<file path="src/rtl/axi_pkg.sv">
`default_nettype none
// ============================================================================
// Module      : axi_pkg
// Description : Shared AXI response codes and the SRAM slave state encoding.
// Revision    : 1.0 - initial release
// ============================================================================
package axi_pkg;

  localparam logic [1:0] AXI_RESP_OKAY = 2'b00;

  typedef enum logic [2:0] {
    IDLE    = 3'd0,
    RD_REQ  = 3'd1,
    RD_WAIT = 3'd2,
    RD_RSP  = 3'd3,
    WR_DATA = 3'd4,
    WR_RESP = 3'd5
  } state_t;

endpackage
`default_nettype wire

</file>
<file path="src/rtl/axi_sram_slave.sv">
`default_nettype none
// ============================================================================
// Module      : axi_sram_slave
// Description : AXI3 slave serving one read or write burst at a time from a
//               single-port synchronous 32-bit SRAM.
// Revision    : 1.0 - initial release
// ============================================================================
module axi_sram_slave
  import axi_pkg::*;
#(
  parameter int ADDR_W = 16,
  parameter int ID_W   = 4
) (
  input  logic              clk,
  input  logic              resetn,
  input  logic [ID_W-1:0]   arid,
  input  logic [31:0]       araddr,
  input  logic [3:0]        arlen,
  input  logic              arvalid,
  output logic              arready,
  output logic [ID_W-1:0]   rid,
  output logic [31:0]       rdata,
  output logic [1:0]        rresp,
  output logic              rlast,
  output logic              rvalid,
  input  logic              rready,
  input  logic [ID_W-1:0]   awid,
  input  logic [31:0]       awaddr,
  input  logic [3:0]        awlen,
  input  logic              awvalid,
  output logic              awready,
  input  logic [31:0]       wdata,
  input  logic [3:0]        wstrb,
  input  logic              wvalid,
  output logic              wready,
  output logic [ID_W-1:0]   bid,
  output logic [1:0]        bresp,
  output logic              bvalid,
  input  logic              bready,
  output logic              ram_en,
  output logic [3:0]        ram_wen,
  output logic [ADDR_W-1:0] ram_addr,
  output logic [31:0]       ram_wdata,
  input  logic [31:0]       ram_rdata
);

  state_t              r_state;
  state_t              w_state_nxt;
  logic                r_prio_rd;
  logic [ADDR_W-1:0]   r_addr;
  logic [3:0]          r_len;
  logic [3:0]          r_cnt;
  logic                r_rvalid;
  logic                r_rlast;
  logic                r_bvalid;
  logic [31:0]         r_rdata;
  logic [ID_W-1:0]     r_rid;
  logic [ID_W-1:0]     r_bid;
  logic                w_grant_rd;
  logic                w_grant_wr;
  logic                w_last_beat;
  logic                w_unused;

  // Contention is settled by r_prio_rd; a lone request is always granted.
  assign w_grant_rd  = arvalid & (~awvalid | r_prio_rd);
  assign w_grant_wr  = awvalid & (~arvalid | ~r_prio_rd);
  assign w_last_beat = (r_cnt == r_len);

  assign rid    = r_rid;
  assign rdata  = r_rdata;
  assign rresp  = AXI_RESP_OKAY;
  assign rlast  = r_rlast;
  assign rvalid = r_rvalid;
  assign bid    = r_bid;
  assign bresp  = AXI_RESP_OKAY;
  assign bvalid = r_bvalid;

  assign w_unused = ^{araddr[31:ADDR_W+2], araddr[1:0], awaddr[31:ADDR_W+2], awaddr[1:0]};

  always_comb begin
    w_state_nxt = r_state;
    arready     = 1'b0;
    awready     = 1'b0;
    wready      = 1'b0;
    ram_en      = 1'b0;
    ram_wen     = 4'b0000;
    ram_addr    = r_addr;
    ram_wdata   = 32'h0;
    case (r_state)
      IDLE: begin
        arready = w_grant_rd;
        awready = w_grant_wr;
        if (w_grant_rd)      w_state_nxt = RD_REQ;
        else if (w_grant_wr) w_state_nxt = WR_DATA;
      end
      RD_REQ: begin
        ram_en      = 1'b1;
        w_state_nxt = RD_WAIT;
      end
      RD_WAIT: w_state_nxt = RD_RSP;
      RD_RSP: begin
        if (rready) w_state_nxt = r_rlast ? IDLE : RD_REQ;
      end
      WR_DATA: begin
        wready = 1'b1;
        if (wvalid) begin
          ram_en    = 1'b1;
          ram_wen   = wstrb;
          ram_wdata = wdata;
          if (w_last_beat) w_state_nxt = WR_RESP;
        end
      end
      WR_RESP: begin
        if (bready) w_state_nxt = IDLE;
      end
      default: w_state_nxt = IDLE;
    endcase
  end

  always_ff @(posedge clk) begin
    if (!resetn) begin
      r_state   <= IDLE;
      r_prio_rd <= 1'b1;
      r_addr    <= '0;
      r_len     <= 4'd0;
      r_cnt     <= 4'd0;
      r_rvalid  <= 1'b0;
      r_rlast   <= 1'b0;
      r_bvalid  <= 1'b0;
      r_rdata   <= 32'h0;
      r_rid     <= '0;
      r_bid     <= '0;
    end else begin
      r_state <= w_state_nxt;
      case (r_state)
        IDLE: begin
          if (w_grant_rd) begin
            r_prio_rd <= ~r_prio_rd;
            r_rid     <= arid;
            r_addr    <= araddr[ADDR_W+1:2];
            r_len     <= arlen;
            r_cnt     <= 4'd0;
          end else if (w_grant_wr) begin
            r_prio_rd <= ~r_prio_rd;
            r_bid     <= awid;
            r_addr    <= awaddr[ADDR_W+1:2];
            r_len     <= awlen;
            r_cnt     <= 4'd0;
          end
        end
        RD_WAIT: begin
          r_rdata  <= ram_rdata;
          r_rvalid <= 1'b1;
          r_rlast  <= w_last_beat;
        end
        RD_RSP: begin
          if (rready) begin
            r_rvalid <= 1'b0;
            r_rlast  <= 1'b0;
            r_addr   <= r_addr + 1'b1;
            r_cnt    <= r_cnt + 4'd1;
          end
        end
        WR_DATA: begin
          if (wvalid) begin
            r_addr <= r_addr + 1'b1;
            r_cnt  <= r_cnt + 4'd1;
            if (w_last_beat) r_bvalid <= 1'b1;
          end
        end
        WR_RESP: begin
          if (bready) r_bvalid <= 1'b0;
        end
        default: ;
      endcase
    end
  end

endmodule
`default_nettype wire

</file>
<file path="config.mk">
export PLATFORM = sky130hd
export DESIGN_NAME = axi_sram_slave
export DESIGN_NICKNAME = d
export VERILOG_FILES = /design/src/rtl/axi_pkg.sv /design/src/rtl/axi_sram_slave.sv
export SDC_FILE = /design/constraint.sdc
export NUM_CORES = 1
export LEC_CHECK = 0
export BUFFER_PORTS_ARGS = -buffer_cell sky130_fd_sc_hd__buf_2
export CELL_PAD_IN_SITES_DETAIL_PLACEMENT = 1
export CELL_PAD_IN_SITES_GLOBAL_PLACEMENT = 2
export CORE_MARGIN = 2
export CORE_UTILIZATION = 20
export DETAILED_ROUTE_END_ITERATION = 8
export PLACE_DENSITY_LB_ADDON = 0.25
export SYNTH_ARGS = -nofsm -noshare
export SYNTH_HDL_FRONTEND = slang
export SYNTH_SLANG_ARGS = --single-unit
</file>
<file path="constraint.sdc">
create_clock -name clk -period 2.3 [get_ports clk]
set_input_delay 0.46 -clock clk [delete_from_list [all_inputs] [get_ports clk]]
set_output_delay 0.46 -clock clk [all_outputs]
set_load 0.005 [all_outputs]
</file>
* Word-level counts from Yosys, hierarchy flattened
Cells that the tools add are included.
** Word-level totals
- Output and inout bits :: 103
- Input bits :: 155
- Logic and storage cells :: 82
- Register bits after elaboration :: 71
** Cells by class
- Eq/ne operators :: 11
- Bitwise gates (word level) :: 8
- Multiplexer cells :: 38
- Reduce and logical (&&, ||, !) cells :: 12
- $add $sub $neg :: 2
** Operators with widths (count)
- $mux 16 :: 4
- $mux 32 :: 2
- $pmux 16 s3 :: 1
- $mux 4 :: 8
- $mux 3 :: 6
- $pmux 3 s6 :: 1
- $add 16x1->16 const B :: 1
- $pmux 4 s3 :: 1
- $mux 1 :: 11
- $ne 2x2->1 const B :: 4
- $pmux 1 s2 :: 4
- $reduce_and 4->1 :: 2
- $eq 3x2->1 const B :: 2
- $eq 3x3->1 const B :: 2
- $reduce_and 2->1 :: 3
- $reduce_bool 2->1 :: 3
- $reduce_and 5->1 :: 1
- $add 4x1->4 const B :: 1
- $eq 4x4->1 :: 1
- $not 1->1 :: 4
- $eq 3x1->1 const B :: 1
- $logic_not 3->1 :: 1
- $ne 3x3->1 const B :: 1
- $reduce_and 3->1 :: 1
- other kinds (3) :: 5

* Depth between registers and ports, before layout
Gate-level depths: netlist (run 1).
- Depth after elaboration :: 6
- Mapped depth :: 8
- Depth with buffers taken out :: 6

* Worst setup path before layout (run 1)
No wires, ideal clock.
- Kind :: reg2out
- Start point :: register r_state[2]
- End point :: output ram_wdata[25]
- Data required time :: 1840 ps
- Path slack :: 469 ps
- Arrival time :: 1371 ps
- Stages on the path, launching flop included :: 6
- Cell sequence :: dfxtp_1 -> buf_2 -> and4bb_2 -> clkbuf_1 -> clkbuf_1 -> and2_1
** Between the ends
- Word-level cells in the longest chain between the ends :: 2
** RTL lines
- start: declaration :: RTL line axi_sram_slave.sv:47 : state_t r_state;
- start signal: assignment :: RTL line axi_sram_slave.sv:134 : r_state <= w_state_nxt;
- $eq 3x3->1 :: RTL line axi_sram_slave.sv:89 : case (r_state)
- $mux 32 :: RTL line axi_sram_slave.sv:89
- end: declaration :: RTL line axi_sram_slave.sv:43 : output logic [31:0] ram_wdata,
No other way between the ends.

* Worst setup path after layout (run 1)
- Start point :: register r_state[1]
- End point :: output ram_wdata[1]
Same word-level chain as after synthesis.

==> results of run 1 <==
-- registers in the layout, summed over array words and instances (netlist names) --
| signal | flops |
|---|---|
| r_prio_rd | 1 |
| ram_addr | 16 |
| rlast | 1 |
| r_cnt | 4 |
| rdata | 32 |
| rvalid | 1 |
| rid | 4 |
| bvalid | 1 |
| r_state | 3 |
| r_len | 4 |
| bid | 4 |
-- per-layer routing --
layer,vias up,track usage (%),share of wire (%)
li1,1994,-,-
met1,1893,16.4,40
met2,158,25.4,51
met3,21,3.64,7.0
met4,2,6.39,2.3
met5,-,0,0.12
-- per-stage QoR --
step / util, % / setup slack, ns
after floorplan: - / 0.469
after global placement: 27.9 / 0.309
after detailed placement: 27.9 / 0.300
after CTS: 29.8 / 0.0239
after global routing: 29.8 / 0.00989
final: 29.9 / 0.139
-- power by group --
| group | internal, mW | switching [mW] |
|---|---|---|
| Sequential | 1.56 | 0.331 |
| Combinational | 1.00 | 1.21 |
| Clock | 1.01 | 0.533 |
-- path summary, 6_finish.rpt --
kind                                  from                        end  slack [ns]  cells after the start
setup / recovery   r_state[1]$_SDFFE_PN0P_               ram_wdata[1]        0.14                      4
hold / removal                     arid[3]        rid[3]$_SDFFE_PN0P_        0.36                      3
setup reg to reg  ram_addr[0]$_SDFFE_PN0P_  ram_addr[14]$_SDFFE_PN0P_        0.34                      6
hold reg to reg      rdata[0]$_SDFFE_PN0P_      rdata[0]$_SDFFE_PN0P_        0.45                      2
-- worst max-delay path: cells and delay by family, from the launching register on --
family | cells | cell delay [ns]
AND/OR/NAND/NOR | 2 | 0.51
flip-flops | 1 | 0.54
buffers and inverters | 2 | 0.30
-- cell type report --
cell class | instances | area share, %
Timing Repair Buffer | 237 | 23.5
Tap cell | 229 | 5.40
Multi-Input combinational cell | 346 | 37.5
Clock buffer | 13 | 4.90
Inverter | 8 | 0.566
Clock inverter | 3 | 1.23
Sequential cell | 71 | 26.8
Antenna cell | 2 | 0.0943
-- layout by cell type, fill, tap and decap left out, types with 3 or more instances in the layout --
master       n
a21oi_1     53
conb_1       4
a32o_1       4
nor2_1      24
a211oi_1     6
o22ai_1      5
and2_1      37
o21ai_0     18
clkbuf_16    9
nand3b_1     3
buf_4       14
nor3_2       4
nand2b_1     5
mux2i_1     17
o211ai_1     3
dfxtp_1     70
buf_2      221
nand3_1      7
xor2_1       6
inv_1        7
nand4_1      4
mux2_2       7
nand2_1     98
a21o_1       3
nor4_1       3
-- logic make-up after synthesis --
| family | synth area share, % |
|---|---|
| adder cells (fa/ha/maj) | 0.695 |
| AND/OR/NAND/NOR | 27.1 |
| multiplexers | 6.92 |
| buffers and inverters | 5.74 |
| other | 0.104 |
| flip-flops | 39.5 |
| AO/OA/AOI/OAI | 18.0 |
| XOR/XNOR | 1.95 |
-- repair_timing --
item | CTS | global route
hold buffers | 0 | 0
endpoints found under the setup margin | 14 | 37
setup buffers | 0 | 0
gates resized for setup | 1 | 3
==> results summary, run 1 <==
The number of distinct library cell variants in the gate-level netlist after synthesis is between 50 and 60. The detailed-route wire length per cell is roughly 15 microns. The clock transition at the registers of the reported paths is 0.06 ns. The post-route total power is ~5.6 mW. The peak clock frequency supported by timing is approximately 460 MHz. The mean instance size in the synthesized netlist came out at around 7.9 sq um.

The die footprint came out at 19100 sq um. The routed layout has a little over 4000 vias. The total number of clock tree sinks came out at just over 70. For this run, asynchronously set or reset flops after synthesis account for 0%.

The effective utilization at floorplan is 20.2%. Input and output buffers added on the ports amount to between 200 and 250. The placeable core region came out at around 18000 sq um. The master cell of the clock root buffer is clkbuf_16.

The worst setup path is captured at an output port. The final hold slack is around 0.36 ns. The global-route wire length before repair is about 22000 microns. The number of placed instances with taps included came out at ~900.

The count of synthesis-stage warnings from yosys is 0. The number of cells produced by synthesis is between 400 and 500. The overall global routing resource usage came out at about 14%.

The total routed wirelength is between 10000 and 15000 microns. The number of routed nets with antenna violations is 0. The number of filler instances in the final layout is 2259. The count of placed standard cells in the final layout, fillers left out came out at roughly 910. The global route total overflow is 0. The highest-delay cell along the critical path is dfxtp_1. Using the TritonRoute via totals, the vias-per-cell ratio works out to 4.48. The pin count of the biggest net entering global routing is 38. The number of hold-slack violations in the final timing report came out at 0.

The synthesized netlist occupies a cell area of approximately 3600 sq um. The number of pins exceeding their max-slew limit in the final report came out at 0. The routed design could run at a clock period as short as roughly 2.2 ns. The leakage power total came out at ~2.6 nW. The worst-case headroom to the max-slew limit came out at ~64%. The number of buffers inserted during clock tree synthesis came out at 9.

The first-pass detailed-route iteration total is 4. The worst path required time is 1.84 ns. After floorplanning, the core was divided into 49 placement rows. The ratio of cells with drive above 1 in the final layout is between 40 and 50%. Summing all placed instances gives a cell area of 4960 sq um. By count the netlist is led by nand2_1, dfxtp_1, a21oi_1. Detailed placement ended at an HPWL of 10600 microns.

In this run the worst hold path is classified as input port to flip-flop. The signal on the critical path passes through and4bb_2 > buf_8 > and2_1 > buf_2. The worst setup path is launched from a flip-flop.

From synthesis to final layout, the design area changed by 47.5%. The count of flip-flops with a built-in enable after synthesis is 0. Setup repair after global routing left no endpoint under its margin.

The die width came out at roughly 140 microns. The layout net count is 830. In this run the power density over the cells is 1060 nW/um^2. The most used flip-flop cell after synthesis is dfxtp_1. The share of Yosys cell area claimed by the top area cell type is around two fifths.

The clock passes through at most 2 buffers. The worst setup path is of the flip-flop to output port kind. TritonCTS built the clock tree. The max-cap check violation count came out at 0. Registers take between 1000 and 1500 sq um. The area of the multi-input gates is about 2000 sq um. The cell area after layout came out at 5310 sq um. The run finished with clean final reports. At the worst endpoint, the arrival time is between 1.5 and 2 ns. The synthesized design spends more area on one cell type than any other, namely dfxtp_1.

For the pin with the worst max-slew slack, the measured transition is roughly 0.54 ns. The maximum fanout encountered on the critical timing path is 37. The number of DRC markers after the initial detailed-route iteration is ~120. The final weighted congestion in routability-driven placement came out at roughly 0.74. The number of ports placed on the die boundary came out at between 200 and 300. The maximum vdd drop came out at 0.000404 V. The sequential element share of the synthesized area came out at 39.5%.

The number of design rule violations left after detail routing came out at 0. From bottom edge to top edge, the die measures 138 microns. The count of H-tree levels built during CTS came out at 3. The via count of the first global-routing pass came to 4314.

By area the synthesized netlist is led by dfxtp_1, nand2_1, a21oi_1. By instance count, the leading cell after synthesis is nand2_1. The setup skew after layout is around 0.008 ns. The clock reaches the later pin of the worst-skew pair after ~0.34 ns. The number of antenna violations at the first check in global routing is 4. Setup violations remaining at the end of the flow were counted as 0. The post-synthesis register bit count came out at just over 70. The final critical path takes up 94.0% of the cycle.

For this run, the slowest stage of the critical path takes around 0.54 ns. Summed over all failing endpoints, the final setup total negative slack is 0 ns.
Note: power is estimated with default switching activity, not from simulation.
==> inputs of run 2 (changes only) <==
- GPL_TIMING_DRIVEN: unset -> 0
==> run 2 against run 1 <==
  * Clock skew shrank 0.0029 ns
  * Clock power increased by 7%
  * Wire length rose by 7.9%
  * Flip-flop and latch count unchanged
  * Fmax fell by 1.5%
  * Setup slack got worse by 0.033 ns
  * Core utilization is 0.46 points higher
  * Cell area up 1.6%
  * Die area unchanged
  * Largest power group unchanged
==> results summary, run 2 (synthesis gave the netlist of run 1 again) <==
The run finished with clean final reports. The die footprint came to 19100 sq um (unchanged). The detailed-route wire length per cell is 15.8 microns (+5.7%).

The cell area after layout came to 5390 sq um (+1.6%). The average via count per standard cell is 4.45 (-0.51%). The overall via count from detail_route was 4132 (+1.6%). The number of flip-flops in the largest register came out at 32 (unchanged). The ratio of cells with drive above 1 in the final layout is 39.7% (-0.58 points). The peak clock frequency supported by timing is 456 MHz (-1.5%). The master cell of the clock root buffer is clkbuf_16. The origin of the worst min-delay path is arid[2].

The cell internal power dissipation came out at 3.62 mW (+1.5%). The total half-perimeter wirelength after legalization and detailed placement is 11500 microns (+8.9%). The total number of clock tree sinks was 71 (unchanged). The buffering stage count on the worst path with inverters included is 4 (+2).

The maximum fanout encountered on the critical timing path came out at 10 (-73%). TritonCTS built the clock tree. The post-placement cell area is 5000 sq um (+0.66%). The clock transition at the registers of the reported paths was 0.06 ns (about the same). The number of placed instances with taps included came out at 910 (+2.1%). The first-pass detailed-route iteration total is 4 (unchanged).

The clock insertion delay at the later pin of the skew report is 0.34 ns (about the same). The power density over the cells came out at 1070 nW/um^2 (+1.1%). The placeable core region came to 17800 sq um (unchanged).

The leakage power total came out at 2.62 nW (+1.6%). The number of antenna violations at the first check in global routing was 2 (-2). The maximum vdd drop was 0.000343 V (-15%).

The final hold slack is 0.348 ns (-0.00907 ns). The worst register-to-register path ends at ram_addr[5]$_SDFFE_PN0P_. The critical path start-end classification is flip-flop to output port.

The setup skew after layout is 0.00499 ns (-0.00290 ns). The most common cell after layout, fill and taps aside is buf_2. The overall global routing resource usage is 15.4% (+1.0 points). The via count of the first global-routing pass is 4499 (+4.3%). The worst-case hold path end point is rid[2]$_SDFFE_PN0P_. The number of buffers inserted during clock tree synthesis was 9 (unchanged). The part of the power in registers came out at 32.2% (-1.3 points). The data arrival at the endpoint of the critical path came out at 1.73 ns (+0.03 ns).

The shortest clock period the worst path allows after layout came to 2.19 ns (+0.0335 ns). The buffer depth of the longest clock path is 2 (unchanged). The clock network fraction of design power came to 28.5% (+1.2 points). The total routed wirelength is 14700 microns (+7.9%).

Compared with the post-synthesis result, the final layout area differs by 49.8%. The die height is 138 microns (unchanged). The tightest min-delay check is of the input port to flip-flop type.

The number of hold-slack violations in the final timing report was 0 (unchanged). The number of design rule violations left after detail routing is 0 (unchanged). The number of routed nets with antenna violations is 0 (unchanged). The effective utilization at floorplan is 20.2% (unchanged). The quantity of hold-fixing buffers added after cts is 0 (unchanged).

The library cells used most frequently in the layout, excluding fill and tap cells, are buf_2, nand2_1, dfxtp_1. The startpoint class of the critical path is a flip-flop. The die width came to 138 microns (unchanged).

The net switching power is 2.17 mW (+4.7%). The count of H-tree levels built during CTS came out at 3 (unchanged). The final weighted congestion in routability-driven placement came out at 0.748 (+1.4%). The max-cap check violation count is 0 (unchanged).

The portion of total power attributed to combinational logic is 39.3% (about the same). The count of endpoints failing setup in the final report came out at 0 (unchanged). The number of pins exceeding their max-slew limit in the final report is 0 (unchanged). The number of cell rows is 49 (unchanged). The number of cells traversed by the worst register-to-register path is 5 (-1). The layout net count came out at 850 (+2.4%). The pin count of the biggest net entering global routing was 13 (-66%). The global route total overflow came out at 0 (unchanged).

The number of DRC markers after the initial detailed-route iteration is 97 (-16%). The count of placed standard cells in the final layout, fillers left out is 928 (+2.1%). The switching share of power came out at 37.4% (+0.73 points). The worst-case headroom to the max-slew limit is 48.3% (-16 points).

The cell count of the worst hold path came out at 3 (unchanged). The global-route wire length before repair came out at 23500 microns (+6.5%). The critical path goes through buf_6 > and4bb_2 > clkbuf_8 > clkbuf_4 > and2_1 > buf_2. The ratio of final minimum period to clock period came out at 95.4% (+1.5 points).

The slew at the pin closest to its max-slew limit is 0.768 ns (+0.231 ns). The largest delay contributor family on the critical path is buffers and inverters. The critical register-to-register path startpoint is r_state[0]$_SDFFE_PN0P_. The number of ports placed on the die boundary came to 258 (unchanged).

On the critical path, the stage with the largest delay is an instance of dfxtp_2. The worst path required time came to 1.84 ns (about the same). The quantity of I/O buffers inserted on ports is 220 (-0.45%). STA classifies the critical path endpoint as an output port.

The reg2reg setup slack is 0.19 ns (-0.15 ns). The delay of the slowest critical-path stage came to 0.36 ns (-0.18 ns).
-- run 2: cell types whose count changed in the layout (fill, tap and decap cells not counted), moves of 2 or more --
cell and change:
buf_2 +7, buf_4 -7, buf_1 +2, clkbuf_1 +13, buf_6 +3
-- run 2: what timing repair did --
item	4_1_cts	5_1_grt
gates resized for setup	11	7
setup buffers	1	0
pin swaps	1	0
setup endpoints to repair	38	20
-- run 2: how the worst max path moves through the flow --
stage / cells after the start / slack [ns] / from / to
after floorplan: 5 / 0.47 / r_state[2]$_SDFFE_PN0P_ / ram_wdata[25]
after global routing: 6 / -0.0001 / r_state[2]$_SDFFE_PN0P_ / ram_wen[0]
after detailed placement: 6 / -0.19 / r_state[2]$_SDFFE_PN0P_ / ram_wen[0]
after CTS: 5 / 0.03 / r_state[1]$_SDFFE_PN0P_ / awready
final: 6 / 0.11 / r_state[2]$_SDFFE_PN0P_ / ram_wdata[17]
after global placement: 6 / -0.15 / r_state[2]$_SDFFE_PN0P_ / ram_wen[1]
-- run 2: per-layer routing --
metal	track usage, %	vias to the layer above	part of all wire (%)
li1	-	2032	-
met1	17.8	1931	42
met2	27.2	151	49
met3	4.54	18	6.4
met4	4.99	0	1.9
met5	0	-	0
-- run 2: final cells by class --
| cell class | instances | area, sq um |
|---|---|---|
| clock buffers | 10 | 239 |
| flip-flops and latches | 71 | 1420 |
| fillers | 2237 | 12400 |
| plain buffers | 36 | 204 |
| diodes | 1 | 2.50 |
| multi-input cells | 346 | 1990 |
| clock inverters | 6 | 108 |
| well taps | 229 | 287 |
| repair buffers | 221 | 1110 |
| inverters | 8 | 30.0 |
-- run 2: power groups by stage --
stage / Sequential [mW] / Combinational (mW) / Clock (mW)
floorplan: 1.84 / 1.36 / 0
global placement: 1.87 / 2.25 / 0
detailed placement: 1.88 / 2.29 / 0
CTS: 1.87 / 2.32 / 1.71
global route: 1.92 / 2.58 / 1.75
finish: 1.86 / 2.28 / 1.65
-- run 2: worst reg2reg max path: stages (launching register included) --
cell	delay (ns)
dfxtp_1	0.44
and4bb_2	0.30
buf_4	0.14
nor3_2	0.61
nor2_1	0.24
a32o_1	0.27
-- run 2: stage by stage --
step / power (mW) / setup TNS (ns) / setup slack, ns / util (%)
2_1_floorplan: 3.20 / 0 / 0.469 / -
3_3_place_gp: 4.12 / -2.10 / -0.148 / 28.1
3_5_place_dp: 4.18 / -3.07 / -0.190 / 28.1
4_1_cts: 5.90 / 0 / 0.0290 / 30.3
5_1_grt: 6.25 / -0.000134 / -0.000134 / 30.3
6_report: 5.79 / 0 / 0.106 / 30.3
